===== config.mk =====
export PLATFORM = sky130hd
export DESIGN_NAME = countdown_timer
export DESIGN_NICKNAME = d
export VERILOG_FILES = /design/src/rtl/countdown_pkg.sv /design/src/rtl/countdown_timer.sv
export SDC_FILE = /design/constraint.sdc
export NUM_CORES = 1
export LEC_CHECK = 0
export ABC_AREA = 1
export CORE_MARGIN = 3
export CORE_UTILIZATION = 53
export DETAILED_ROUTE_END_ITERATION = 10
export GPL_TIMING_DRIVEN = 0
export PLACE_DENSITY = 0.85
export SYNTH_ARGS = -nofsm -noshare
export SYNTH_HDL_FRONTEND = slang
export SYNTH_SLANG_ARGS = --single-unit

===== constraint.sdc =====
create_clock -name clk -period 4.4 [get_ports clk]
set_clock_uncertainty 0.05 [all_clocks]
set_input_delay 0.88 -clock clk [delete_from_list [all_inputs] [get_ports clk]]
set_output_delay 0.88 -clock clk [all_outputs]
set_load 0.02 [all_outputs]

===== src/rtl/countdown_pkg.sv =====
// Shared definitions for the countdown timer: state encoding and default width.
// Optional feature macro used by countdown_timer: COUNTDOWN_AUTO_RELOAD_EN.
package countdown_pkg;

  localparam int CD_WIDTH = 3;

  // Plain 2-bit constants keep the encoding readable by older tools.
  typedef logic [1:0] state_t;
  localparam state_t IDLE = 2'd0;
  localparam state_t RUN  = 2'd1;
  localparam state_t HOLD = 2'd2;
  localparam state_t DONE = 2'd3;

endpackage


===== src/rtl/countdown_timer.sv =====
// Loadable, pausable down counter with a one-cycle terminal-count pulse.
// Optional build macro: COUNTDOWN_AUTO_RELOAD_EN enables periodic reload at
// terminal count when auto_reload is high; without it the timer is one-shot.
module countdown_timer
  import countdown_pkg::*;
#(
  parameter int WIDTH = CD_WIDTH
) (
  input  logic             clk,
  input  logic             rst_n,
  input  logic             load,
  input  logic [WIDTH-1:0] load_val,
  input  logic             start,
  input  logic             pause,
  input  logic             auto_reload,
  output logic [WIDTH-1:0] count,
  output logic             busy,
  output logic             tc,
  output logic             done
);

  state_t           state, state_nx;
  logic [WIDTH-1:0] reload, reload_nx, count_nx, eff_count;
  logic             tc_nx;
  logic             ar_req;

`ifdef COUNTDOWN_AUTO_RELOAD_EN
  assign ar_req = auto_reload;
`else
  // Port kept for a uniform interface; one-shot only in this build.
  logic unused_auto_reload;
  assign unused_auto_reload = auto_reload;
  assign ar_req = 1'b0;
`endif

  // Next-state / datapath: load wins over everything except reset.
  always_comb begin
    state_nx  = state;
    count_nx  = count;
    reload_nx = reload;
    tc_nx     = 1'b0;
    eff_count = load ? load_val : count;

    if (load) begin
      count_nx  = load_val;
      reload_nx = load_val;
    end

    case (state)
      IDLE: begin
        if (start && eff_count != '0) state_nx = RUN;
      end
      RUN: begin
        if (!load) begin
          if (pause) begin
            state_nx = HOLD;
          end else if (count == WIDTH'(1)) begin
            tc_nx = 1'b1;
            if (ar_req) begin
              count_nx = reload;
            end else begin
              count_nx = '0;
              state_nx = DONE;
            end
          end else if (count == '0) begin
            // Only reachable by loading zero mid-run: finish quietly, no tc.
            state_nx = DONE;
          end else begin
            count_nx = count - WIDTH'(1);
          end
        end
      end
      HOLD: begin
        if (!load && !pause) state_nx = RUN;
      end
      DONE: begin
        if (load) begin
          state_nx = IDLE;
        end else if (start && reload != '0) begin
          count_nx = reload;
          state_nx = RUN;
        end
      end
      default: state_nx = IDLE;
    endcase
  end

  // State and registered outputs; synchronous active-low reset.
  always_ff @(posedge clk) begin
    if (!rst_n) begin
      state  <= IDLE;
      count  <= '0;
      reload <= '0;
      busy   <= 1'b0;
      tc     <= 1'b0;
      done   <= 1'b0;
    end else begin
      state  <= state_nx;
      count  <= count_nx;
      reload <= reload_nx;
      busy   <= (state_nx == RUN) || (state_nx == HOLD);
      tc     <= tc_nx;
      done   <= (state_nx == DONE);
    end
  end

endmodule


# Yosys cells after proc, flatten, opt, wreduce, memory -nomap -nowiden
# Index checks and enable logic that the tools add are counted.
# op_classes
n_bitwise,2
eq_ne,7
shifts,0
reduce_logical,11
n_mux,18
add_sub_neg,1
multipliers,0
div_mod_pow,0
order_cmp,0
# op_table
operator,n
3-bit 2-to-1 mux,7
2-bit 2-to-1 mux,8
2-bit equality test (second input constant),4
2-bit one-hot mux with 4 select lines,1
3-bit one-hot mux with 2 select lines,1
3-bit nonzero test,2
2-bit by 1-bit equality test with 1-bit output (second input constant),2
4-bit OR reduction,1
3-bit by 1-bit equality test with 1-bit output (second input constant),1
1-bit logical AND,3
3-bit logical NOT,1
3-bit by 1-bit subtractor with 3-bit output (second input constant),1
1-bit logical NOT,2
2-bit logical NOT,1
1-bit NOT,2
1-bit logical OR,1
1-bit 2-to-1 mux,1
# totals
word_cells,45
out_inout_bits,6
latchBits,0
in_bits,9
mem_bits_ro,0
mem_count,0
ff_bits,11
ram_bits,0

# Logic depth before layout (Yosys ltp)
# depth
depth_word,8
depth_mapped,11
ltp_nobuf,11

# Least setup slack after synthesis
# OpenSTA, ideal clock, no wires.
# synth_timing
path_kind,input port to flip-flop
startpoint,in load
endpoint,reg busy
t_required_ns,4.241
t_arrival_ns,1.788
setup_ns,0.109
slack_ns,2.453
stages,10
n_path_buf,1
cell_sequence,buf_6 nor2_8 inv_1 nand3_1 o21ai_1 nand2_1 nand2_1 ha_1 nand2_1 inv_1
# synth_via
elab_chain_len,7
elab_cells_between_ends,13
cone_classes,eq/ne (2); mux (6); reduce/logical (5)
# synth_rtl
element,line_no,rtl
start: declaration,countdown_timer.sv:11,"input logic load,"
3-bit 2-to-1 mux,countdown_timer.sv:42,eff_count = load ? load_val : count;
3-bit nonzero test,countdown_timer.sv:51,if (start && eff_count != '0) state_nx = RUN;
1-bit logical AND,countdown_timer.sv:51,
2-bit 2-to-1 mux,countdown_timer.sv:51,
2-bit one-hot mux with 4 select lines (*),countdown_timer.sv:49,case (state)
named net state_nx[1],countdown_timer.sv:22,"state_t state, state_nx;"
2-bit by 1-bit equality test with 1-bit output / 2-bit equality test (equally long branches),countdown_timer.sv:101,busy <= (state_nx == RUN) || (state_nx == HOLD);
1-bit logical OR (*),countdown_timer.sv:101,
end signal: assignment,countdown_timer.sv:101,
end: declaration,countdown_timer.sv:17,"output logic busy,"
# The timed path passes the listed nets; every way through them passes the cells marked *.
# A chain may end at the register's enable or synchronous reset.

# Worst setup path in the final report
# layout_timing
startpoint,reg count[2]
endpoint,out count[2]
# layout_lines
element,line_no,rtl
start: declaration,countdown_timer.sv:16,"output logic [WIDTH-1:0] count,"
start signal: assignment,countdown_timer.sv:99,count <= count_nx;
# No word-level cell between the ends.

==> results.md <==
* Min Hold Slack at 0.429 ns
* Register area share after synthesis at 29.0%
* Max-Cap Viols at 0
* Leak at 0.000465 µW
* Crit path DAT at 1.29 ns
* Data required time of the critical path at 3.47 ns
* # rows at 13
* Initial antenna violation count at 0
* Most common cell after layout, fill and taps aside: nand2_1
* Netlist cell types at 20
* WL/cell at 10.3 µm
* PnR worst setup slack at 2.18 ns
* Layout cells sized above 1 at 12.1%
* RSZ-0062 raised after global routing: no
* Pre-CTS setup slack at 1.94 ns
* Cells after Synth at 116
* Main area contributors after synthesis: dfxtp_1 29%, nand2_1 16%, inv_1 12%
* First-pass GRT wire length at 2650 µm
* Crit Path Category: register to output pin
* Clk sink count at 11
* Starting density of the core at 57.5%
* Chain of cells forming the critical path: clkdlybuf4s50_1
* Critical path's top delay family: buffers and inverters
* GRT Resource Usage Total at 18.5%
* Worst Tran Pin Value at 0.271 ns
* PwrDens at 279 nW/µm²
* Final setup fails at 0
* Postcts setup bufs at 0
* Die X at 43.8 µm
* Util after Layout at 70.1%
* Slew Limit Fails at 0
* Total wire length at 1510 µm
* Startpoint Class: register
* Synth Area per Inst at 6.54 µm²
* Final nets at 146
* CTS Hold Bufs at 0
* Max Root-Sink Buffers at 2
* Grt total ovfl at 0
* Crit path largest cell delay at 0.63 ns
* I/O pins at 15
* Post-DP HPWL at 1210 µm
* Die height at 43.8 µm
* Port Buffers at 12
* Max-slew headroom at 81.9%
* Detail Route Antenna Nets at 0
* Synthesized Nets at 129
* Area Growth Syn to Fin at 21.8%
* Final Hold Fails at 0
* Worst skew pair latency at 0.27 ns
* Routed vias/inst at 5.06
* Vias at 744
* Drt first pass iters at 4
* Final period util at 50.5%
* Top cell type's share of synthesized area at 29.0%
* DRC violations left at 0
* ANT cells at 0
* Core area at 1320 µm²
* Setup slack, reg-to-reg at 2.75 ns
* Outcome: completed
* Most frequent cells in the layout: 33 x nand2_1, 24 x inv_1, 12 x clkdlybuf4s50_1
* Slowest CP cell: clkdlybuf4s50_1
* Count of state elements after synthesis at 11
* Crit. End Element: output pin
* Setup TNS after final layout at 0 ns
* Worst Path Buf+Inv at 1
* Mapped Area at 758 µm²
* # fillers at 109
* Root buffer cell: clkbuf_4
* Initial DRC Count at 26
* CTS tree: done
* Worst min path class: register to register
* GPL Wtd Cong at 0.854
* Post-synth top area cell: dfxtp_1
* Die ar. at 1920 µm²
* Min Tclk post-route at 2.22 ns
* Reg clk slew, reported paths at 0.07 ns
* H-tree level count at 1
* Worst vdd ir at 159 µV
* Fmax at 450 MHz
* Largest net degree at the start of global routing at 11
* Syn. warnings at 0
* Max Fanout on Critical Path at 4
* Num CTS Buffers at 3
* Vias in the first global route at 628
* Resized cells post-CTS at 0
through the flow:
stage                     instances  power [µW]  cell area [µm²]
after detailed placement        143         190              897
after global placement          143         187              897
after CTS                       147         261              923
after floorplan                 116         166              758
after global routing            147         276              923
final                           147         258              923
cells in the mapped netlist:
| library cell | n |
|---|---|
| nand2_2 | 2 |
| nor2_1 | 7 |
| o21ai_0 | 1 |
| inv_2 | 2 |
| a21oi_1 | 4 |
| nand3_1 | 10 |
| o21ai_2 | 3 |
| nand4_1 | 5 |
| o211ai_1 | 2 |
| nor3_1 | 1 |
| nand2_1 | 33 |
| o21ai_1 | 1 |
| dfxtp_1 | 11 |
| nor2_4 | 1 |
| nor2_8 | 1 |
| buf_6 | 1 |
| ha_1 | 4 |
| a21oi_2 | 2 |
| inv_1 | 24 |
| nand3_2 | 1 |
where the power goes:
group	total (µW)	leakage, µW	switching (µW)	internal [µW]
registers	112	0.0000901	5.57	106
clock network	70.5	0.0000150	35.4	35.1
logic	75.0	0.000360	44.0	31.1
total	258	0.000465	84.9	173
cells by family (layout without fill, tap and decap cells):
kind of cell	after synthesis	count (layout)	synth area share (%)
AO/OA/AOI/OAI	13	13	11.7
adder cells (fa/ha/maj)	4	4	6.60
buffers and inverters	27	43	14.4
AND/OR/NAND/NOR	61	61	38.3
flip-flops	11	11	29.0
sequential cells by signal (all words and copies together), names as in the netlist:
signal / flops
reload: 3
state: 2
tc: 1
count: 3
busy: 1
done: 1
area by class of cell:
class / count / area [µm²] / share of cell area [%]
plain buffers: 1 / 11.3 / 1.22
clock buffers: 4 / 26.3 / 2.85
inverters: 26 / 97.6 / 10.6
multi-input cells: 78 / 429 / 46.5
flip-flops and latches: 11 / 220 / 23.8
well taps: 15 / 18.8 / 2.03
repair buffers: 12 / 120 / 13.0
worst paths after layout:
path | start | cells after the start | end
max | count[2] | 1 | count[2]
min | reload[2] | 2 | reload[2]
max reg2reg | count[0] | 11 | busy
min reg2reg | reload[2] | 2 | reload[2]
metal layers:
metal	vias up	track usage, %	share of wire (%)
li1	394	-	-
met1	322	25.6	48
met2	24	27.0	44
met3	4	3.73	6.1
met4	0	9.04	1.9
met5	-	0	0
worst reg2reg max path: cells and delay by family (launching register included):
kind / cells / cell delay (ns)
adders and majority gates: 2 / 0.50
buffers and inverters: 3 / 0.18
DFF: 1 / 0.36
and+or+nand+nor: 6 / 0.46
(Power assumes the default switching activity.)
